**src/rtl/timer_pkg.sv**
```systemverilog
// rtl/timer_pkg.sv - shared channel state type and default parameters for timer_multi
package timer_pkg;

  typedef enum logic {
    IDLE = 1'b0,
    RUN  = 1'b1
  } ch_state_e;

  localparam int NUM_CH_DEF  = 4;
  localparam int WIDTH_DEF   = 32;
  localparam int PRESC_W_DEF = 8;

endpackage

```
**src/rtl/timer_channel.sv**
```systemverilog
// rtl/timer_channel.sv - one timer channel: state, counter, shadow period/mode, expire pulse
// TIMER_MULTI_STICKY_IRQ_EN adds a sticky interrupt flag with irq_clr_i.
module timer_channel
  import timer_pkg::*;
#(
  parameter int WIDTH = WIDTH_DEF
) (
  input  logic             clk_i,
  input  logic             rst_ni,
  input  logic             tick_i,
  input  logic             start_i,
  input  logic             stop_i,
  input  logic             periodic_i,
  input  logic [WIDTH-1:0] period_i,
`ifdef TIMER_MULTI_STICKY_IRQ_EN
  input  logic             irq_clr_i,
`endif
  output logic             busy_o,
  output logic             expire_o,
  output logic             irq_o,
  output logic [WIDTH-1:0] count_o
);

  ch_state_e        state_q, state_d;
  logic [WIDTH-1:0] cnt_q, cnt_d;
  logic [WIDTH-1:0] per_q, per_d;
  logic             periodic_q, periodic_d;
  logic             expire_q, expire_d;

  // Priority: stop, then start/retrigger, then tick-driven counting.
  always_comb begin
    state_d    = state_q;
    cnt_d      = cnt_q;
    per_d      = per_q;
    periodic_d = periodic_q;
    expire_d   = 1'b0;
    if (stop_i) begin
      state_d = IDLE;
      cnt_d   = '0;
    end else if (start_i) begin
      state_d    = RUN;
      cnt_d      = '0;
      per_d      = period_i;
      periodic_d = periodic_i;
    end else if (state_q == RUN && tick_i) begin
      if (cnt_q == per_q) begin
        expire_d = 1'b1;
        cnt_d    = '0;
        if (periodic_q) per_d = period_i;
        else            state_d = IDLE;
      end else begin
        cnt_d = cnt_q + WIDTH'(1);
      end
    end
  end

  always_ff @(posedge clk_i or negedge rst_ni) begin
    if (!rst_ni) begin
      state_q    <= IDLE;
      cnt_q      <= '0;
      per_q      <= '0;
      periodic_q <= 1'b0;
      expire_q   <= 1'b0;
    end else begin
      state_q    <= state_d;
      cnt_q      <= cnt_d;
      per_q      <= per_d;
      periodic_q <= periodic_d;
      expire_q   <= expire_d;
    end
  end

`ifdef TIMER_MULTI_STICKY_IRQ_EN
  logic flag_q, flag_d;

  // A new expiry overrides a clear arriving on the same edge.
  assign flag_d = expire_d | (flag_q & ~irq_clr_i);

  always_ff @(posedge clk_i or negedge rst_ni) begin
    if (!rst_ni) flag_q <= 1'b0;
    else         flag_q <= flag_d;
  end

  assign irq_o = flag_q;
`else
  assign irq_o = expire_q;
`endif

  assign busy_o   = (state_q == RUN);
  assign expire_o = expire_q;
  assign count_o  = cnt_q;

endmodule

```
**src/rtl/timer_multi.sv**
```systemverilog
// rtl/timer_multi.sv - multi-channel timer with shared prescaler
// TIMER_MULTI_STICKY_IRQ_EN selects sticky per-channel interrupts cleared by irq_clr_i.
module timer_multi
  import timer_pkg::*;
#(
  parameter int NUM_CH  = NUM_CH_DEF,
  parameter int WIDTH   = WIDTH_DEF,
  parameter int PRESC_W = PRESC_W_DEF
) (
  input  logic                    clk_i,
  input  logic                    rst_ni,
  input  logic [PRESC_W-1:0]      prescale_i,
  input  logic [NUM_CH-1:0]       start_i,
  input  logic [NUM_CH-1:0]       stop_i,
  input  logic [NUM_CH-1:0]       periodic_i,
  input  logic [NUM_CH*WIDTH-1:0] period_i,
`ifdef TIMER_MULTI_STICKY_IRQ_EN
  input  logic [NUM_CH-1:0]       irq_clr_i,
`endif
  output logic [NUM_CH-1:0]       busy_o,
  output logic [NUM_CH-1:0]       expire_o,
  output logic [NUM_CH*WIDTH-1:0] count_o,
  output logic                    irq_o
);

  logic [PRESC_W-1:0] presc_q, presc_d;
  logic               any_busy;
  logic               tick;
  logic [NUM_CH-1:0]  ch_irq;

  assign any_busy = |busy_o;
  assign tick     = any_busy && (presc_q == prescale_i);

  // Parked at 0 while idle so the first start always begins a fresh tick period.
  always_comb begin
    presc_d = presc_q + PRESC_W'(1);
    if (!any_busy || tick) presc_d = '0;
  end

  always_ff @(posedge clk_i or negedge rst_ni) begin
    if (!rst_ni) presc_q <= '0;
    else         presc_q <= presc_d;
  end

  for (genvar n = 0; n < NUM_CH; n++) begin : g_ch
    timer_channel #(
      .WIDTH(WIDTH)
    ) u_ch (
      .clk_i      (clk_i),
      .rst_ni     (rst_ni),
      .tick_i     (tick),
      .start_i    (start_i[n]),
      .stop_i     (stop_i[n]),
      .periodic_i (periodic_i[n]),
      .period_i   (period_i[n*WIDTH +: WIDTH]),
`ifdef TIMER_MULTI_STICKY_IRQ_EN
      .irq_clr_i  (irq_clr_i[n]),
`endif
      .busy_o     (busy_o[n]),
      .expire_o   (expire_o[n]),
      .irq_o      (ch_irq[n]),
      .count_o    (count_o[n*WIDTH +: WIDTH])
    );
  end

  assign irq_o = |ch_irq;

endmodule

```
**config.mk**
```make
export PLATFORM = sky130hd
export DESIGN_NAME = timer_multi
export DESIGN_NICKNAME = d
export VERILOG_FILES = /design/src/rtl/timer_pkg.sv /design/src/rtl/timer_channel.sv /design/src/rtl/timer_multi.sv
export SDC_FILE = /design/constraint.sdc
export NUM_CORES = 1
export LEC_CHECK = 0
export BUFFER_PORTS_ARGS = -buffer_cell sky130_fd_sc_hd__buf_2
export CAP_MARGIN = 20
export CORE_MARGIN = 4
export CORE_UTILIZATION = 55
export DETAILED_ROUTE_END_ITERATION = 7
export PLACE_DENSITY = 0.78
export SYNTH_ARGS = -nofsm -noshare
export SYNTH_HDL_FRONTEND = slang
export SYNTH_HIERARCHICAL = 1
export SYNTH_SLANG_ARGS = --single-unit
```
**constraint.sdc**
```tcl
create_clock -name clk_i -period 3.1 [get_ports clk_i]
set_clock_uncertainty 0.2 [all_clocks]
set_input_delay 0.31 -clock clk_i [delete_from_list [all_inputs] [get_ports clk_i]]
set_output_delay 0.31 -clock clk_i [all_outputs]
set_load 0.01 [all_outputs]
```
## Word-level counts from Yosys, hierarchy flattened

Index checks and enable logic that the tools add are counted.

- Output and inout port bits: 137
- Bits of input ports: 150
- Flip-flop bits (word level): 276
- Logic and storage cells: 149

- Bitwise logic cells: 4
- Equality and inequality tests: 9
- $add $sub $neg: 5
- Muxes and demuxes: 69
- Reduce and logical (&&, ||, !) cells: 41

Operator list:

| cell | number |
|---|---|
| 32-bit two-way mux | 32 |
| 32-bit by 1-bit adder with 32-bit output, second input constant | 4 |
| 32-bit == test | 4 |
| 1-bit two-way mux | 36 |
| 2-bit nonzero test | 12 |
| 3-bit nonzero test | 8 |
| 4-bit AND reduction | 4 |
| 3-bit inequality test, second input constant | 4 |
| 3-bit AND reduction | 4 |
| 8-bit by 1-bit adder with 8-bit output, second input constant | 1 |
| 8-bit == test | 1 |
| 8-bit two-way mux | 1 |
| 2-bit AND reduction | 4 |
| 4-bit OR reduction | 2 |
| 1-bit logical AND | 5 |
| 1-bit NOT | 4 |
| 1-bit zero test | 1 |
| 1-bit logical OR | 1 |

## Longest topological paths before layout

- Depth in word-level cells: 6
- Mapped depth: 11
- Mapped depth without buffers: 9

## Modules after synthesis

Netlist, hierarchy kept.

By module, submodules not included:

| module | instances | area each (sq um) | sequential area each (sq um) | cells an instance |
|---|---|---|---|---|
| timer_channel | 4 | 4,031.4 | 1,676.6 | 466 |
| timer_multi | 1 | 464.2 | 200.2 | 47 |

## Least setup slack after synthesis

OpenSTA, ideal clock, no wires.

- Path kind: register -> register
- From: register presc_q[6]
- To: register g_ch[0].u_ch.per_q[1]
- Cell stages (with the launch flop): 10
- Period minus slack after synthesis: 2.835 ns
- Arrival time: 2.505 ns
- Slack: 0.265 ns
- Data required time: 2.770 ns
- Setup time: 0.130 ns
- Buffers on the path: 1
- Cells stage by stage: dfrtp_1 xor2_1 nor2_1 nand4_1 nor2_1 nand2_1 or3_1 nor4b_4 buf_6 o21ai_0

- Word-level cells in the longest chain between the ends: 5

Ends and longest elaborated chain:

| element | RTL line | text |
|---|---|---|
| start: declaration | timer_multi.sv:26 | `logic [PRESC_W-1:0] presc_q, presc_d;` |
| start signal: assignment | timer_multi.sv:42 | `else presc_q <= presc_d;` |
| 8-bit == test | timer_multi.sv:32 | `assign tick = any_busy && (presc_q == prescale_i);` |
| 1-bit logical AND | timer_multi.sv:32 |  |
| named net tick | timer_multi.sv:28 | `logic tick;` |
| 1-bit logical AND | timer_channel.sv:45 | `end else if (state_q == RUN && tick_i) begin` |
| 2-bit nonzero test (no line) | n/a |  |
| 4-bit AND reduction (no line) | n/a |  |
| end signal: assignment | timer_channel.sv:67 | `per_q <= per_d;` |
| end: declaration | timer_channel.sv:26 | `logic [WIDTH-1:0] per_q, per_d;` |

The timed path passes the listed nets, and every way through them passes these cells.
A chain may end at the register's enable or synchronous reset.

## Worst setup path in the final report

- From: register g_ch[1].u_ch.cnt_q[5]
- To: register g_ch[1].u_ch.state_q

- Word-level cells in the longest chain between the ends: 3

Ends and longest elaborated chain:

| element | RTL line | text |
|---|---|---|
| start: declaration | timer_channel.sv:25 | `logic [WIDTH-1:0] cnt_q, cnt_d;` |
| start signal: assignment | timer_channel.sv:66 | `cnt_q <= cnt_d;` |
| 32-bit == test | timer_channel.sv:46 | `if (cnt_q == per_q) begin` |
| 3-bit nonzero test (no line) | n/a |  |
| 3-bit AND reduction (no line) | n/a |  |
| end signal: assignment | timer_channel.sv:65 | `state_q <= state_d;` |
| end: declaration | timer_channel.sv:24 | `ch_state_e state_q, state_d;` |

No other way between the ends.

==> metrics.md <==
| Metric | Value |
|---|---|
| Outcome | `finished, final reports clean` |
| Yosys top cell area share | `0.416` |
| Cell row count | `63` |
| First-pass GRT wire length | `about 84,000 um` |
| Worst ir drop on vdd | `~0.00046 V` |
| Post-synth top cells | `nand2_1 (324), dfrtp_1 (276), nor4_1 (157)` |
| DR iter-0 viols | `between 1,000 and 1,500` |
| Post-CTS Repair Setup Buffers | `0` |
| YS warnings | `6` |
| Via count | `roughly 17,000` |
| Top cells by area in the synthesized netlist | `dfrtp_1 (42%), nand2_1 (7.3%), xnor2_1 (6.9%)` |
| Chip Width | `~180 um` |
| DRC Markers | `0` |
| Sequential share of the synthesized area | `0.416` |
| Largest area contributor in the netlist | `dfrtp_1` |
| Placed cell count | `2,487` |
| MaxCap Viol Count | `0` |
| Final slew viol count | `0` |
| Final min period | `just under 3000 ps` |
| Leakage | `just under 9 nW` |
| GR Overflow Total | `0` |
| Root Driver | `clkbuf_16` |
| First drt pass iteration count | `5` |
| Setup ws final | `approximately 190 ps` |
| DR vias/cell | `between 6 and 7` |
| Filler Cells Inserted | `~2,200` |
| Initial antenna violation count | `1` |
| Share of layout cells above drive strength 1 | `0.190` |
| Overall Global Routing Usage | `0.301` |
| Hold violation count in the final report | `0` |
| Critical Path AT | `3150 ps` |
| Routed Antenna Nets | `0` |
| Fin util | `0.703` |
| Vias in the first global route | `16,040` |
| Max Fclk | `~340 MHz` |
| RSZ-0062 raised after global routing | `false` |
| Layout Cells excl Fill | `~2,700` |
| P per Cell Area | `around 440 nW/um2` |
| Predominant post-synthesis flop cell | `dfrtp_1` |
| Reg clk slew, reported paths | `around 60 ps` |
| Wirelength, routed | `roughly 52,000 um` |
| Worst Setup Start Kind | `flop` |
| Final period utilization | `0.940` |
| Post-Syn Instances | `1,911` |
| Initial core utilization | `0.558` |
| CORE AREA | `~30,000 um2` |
| Area grow syn2layout | `25.9%` |
| Required @ worst endpoint | `around 3300 ps` |
| Critical path capture point type | `flop` |
| Setup TNS | `0 ps` |
| Clock Latency Late Sink | `approximately 550 ps` |
| Io pins | `approximately 290` |
| Syn Area/Cell | `just under 9 um2` |
| Synth Net Count | `2,066` |
| #FFs+latches synth | `276` |
| H-tree Lvls | `1` |
| Nets@finish | `about 2,400` |
| Slew Limit Headroom | `0.494` |
| EDFF count, synth | `0` |
| Die H | `around 180 um` |
| CP Max Fanout | `33` |
| Largest net degree at the start of global routing | `75` |
| Dpl hpwl | `approximately 35,000 um` |
| Clk buf depth | `3` |
| CTS tree | `built` |
| Worst-Margin Slew | `754 ps` |
| Library cells used by synthesis | `39` |
| Critical path type | `flop to flop` |
| Pre-CTS WS | `around 330 ps` |
| Post-Synthesis Cell Area | `between 15,000 and 20,000 um2` |
| Gp weighted congestion | `~0.9` |
| Num Clock Sinks | `roughly 280` |
| Power Total | `between 0.009 and 0.01 W` |
| Port buffer count | `~290` |
| Ys async rst share | `1.00` |
| Die area | `between 30,000 and 40,000 um2` |
| Endpoints failing setup | `0` |
| CTS Buf Count | `30` |
| WL/cell | `19.3 um` |
| Most numerous cell in the Yosys netlist | `nand2_1` |
| HP Class | `input port to flop` |
-- layout by cell type (no fill, tap or decap), types with 55 or more instances in the layout --
| cell type | instances |
|---|---|
| xor2_1 | 112 |
| o21ai_0 | 136 |
| buf_2 | 285 |
| nand4_1 | 85 |
| a32oi_1 | 128 |
| dfrtp_1 | 276 |
| xnor2_1 | 130 |
| nand2_1 | 324 |
| nor4_1 | 153 |
| nor2_1 | 128 |
| buf_4 | 55 |
| dlygate4sd3_1 | 141 |
| nand3_1 | 64 |
-- cell families (layout without fill, tap and decap cells) --
kind of cell | after synthesis | in the layout | synth area share
flip-flops | 276 | 276 | 0.416
AND/OR/NAND/NOR | 902 | 902 | 0.276
buffers and inverters | 173 | 555 | 0.0467
other | 0 | 2 | 0
adder cells (fa/ha/maj) | 5 | 5 | 0.00377
AO/OA/AOI/OAI | 313 | 313 | 0.129
XOR/XNOR | 242 | 242 | 0.128
-- final cells by class --
cell class / count / area [um2] / share of cell area
sequential: 276 / 6910 / 0.331
multi-input combinational: 1462 / 8990 / 0.430
clock buffer: 49 / 943 / 0.0452
inverter: 9 / 33.8 / 0.00162
timing repair buffer: 491 / 3450 / 0.165
antenna: 2 / 5.00 / 0.000240
tap: 390 / 488 / 0.0234
clock inverter: 6 / 80.1 / 0.00383
-- registers in the layout (all words and copies together), names as in the netlist --
signal                count
g_ch.u_ch/busy_o          4
g_ch.u_ch/count_o       128
g_ch.u_ch/expire_o        4
g_ch.u_ch/per_q         128
g_ch.u_ch/periodic_q      4
presc_q                   8
-- worst max-delay path, stage by stage, from the launching register on --
cell and delay, ps:
dfrtp_1 410, xnor2_1 360, nand4_1 230, nor4_2 290, buf_4 390, and3_1 280, a211oi_1 90, dlygate4sd3_1 560
-- where the power goes --
part           internal (W)  switching [W]
logic              0.000566       0.000798
clock network       0.00222        0.00145
registers           0.00385       0.000207
-- path summary, 6_finish.rpt --
check | startpoint | to | slack [ps] | cells after the start
max in group asynchronous | rst_ni | g_ch[0].u_ch/count_o[19] | 1770 | 3
worst max-delay path | g_ch[1].u_ch/count_o[5] | g_ch[1].u_ch/busy_o | 190 | 7
worst min-delay path | start_i[1] | g_ch[1].u_ch/per_q[5] | 40 | 4
worst min register to register | g_ch[2].u_ch/periodic_q | g_ch[2].u_ch/periodic_q | 310 | 2
worst max register to register | g_ch[1].u_ch/count_o[5] | g_ch[1].u_ch/busy_o | 190 | 7
min in group asynchronous | rst_ni | g_ch[1].u_ch/count_o[14] | 130 | 2
-- repair_timing --
item | 4_1_cts | 5_1_grt
hold buffers | 141 | 0
endpoints found under the setup margin | 0 | 1
gates resized for setup | 0 | 1
hold endpoints to repair | 205 | 0
-- stage by stage --
step           instance area, um2  hold WS (ps)
6_report                    20900          40.3
5_1_grt                     20900          47.7
3_3_place_gp                18500           119
3_5_place_dp                18500           126
2_1_floorplan               16600          -186
4_1_cts                     20900          14.3
-- per-layer routing --
metal	GRT usage	wire length [um]	vias up
met5	0	12	-
met4	0.0910	1740	2
met3	0.0515	4640	154
met2	0.492	24600	942
met1	0.414	21000	7998
li1	-	-	7647
Power figures use the tool's default switching activity.
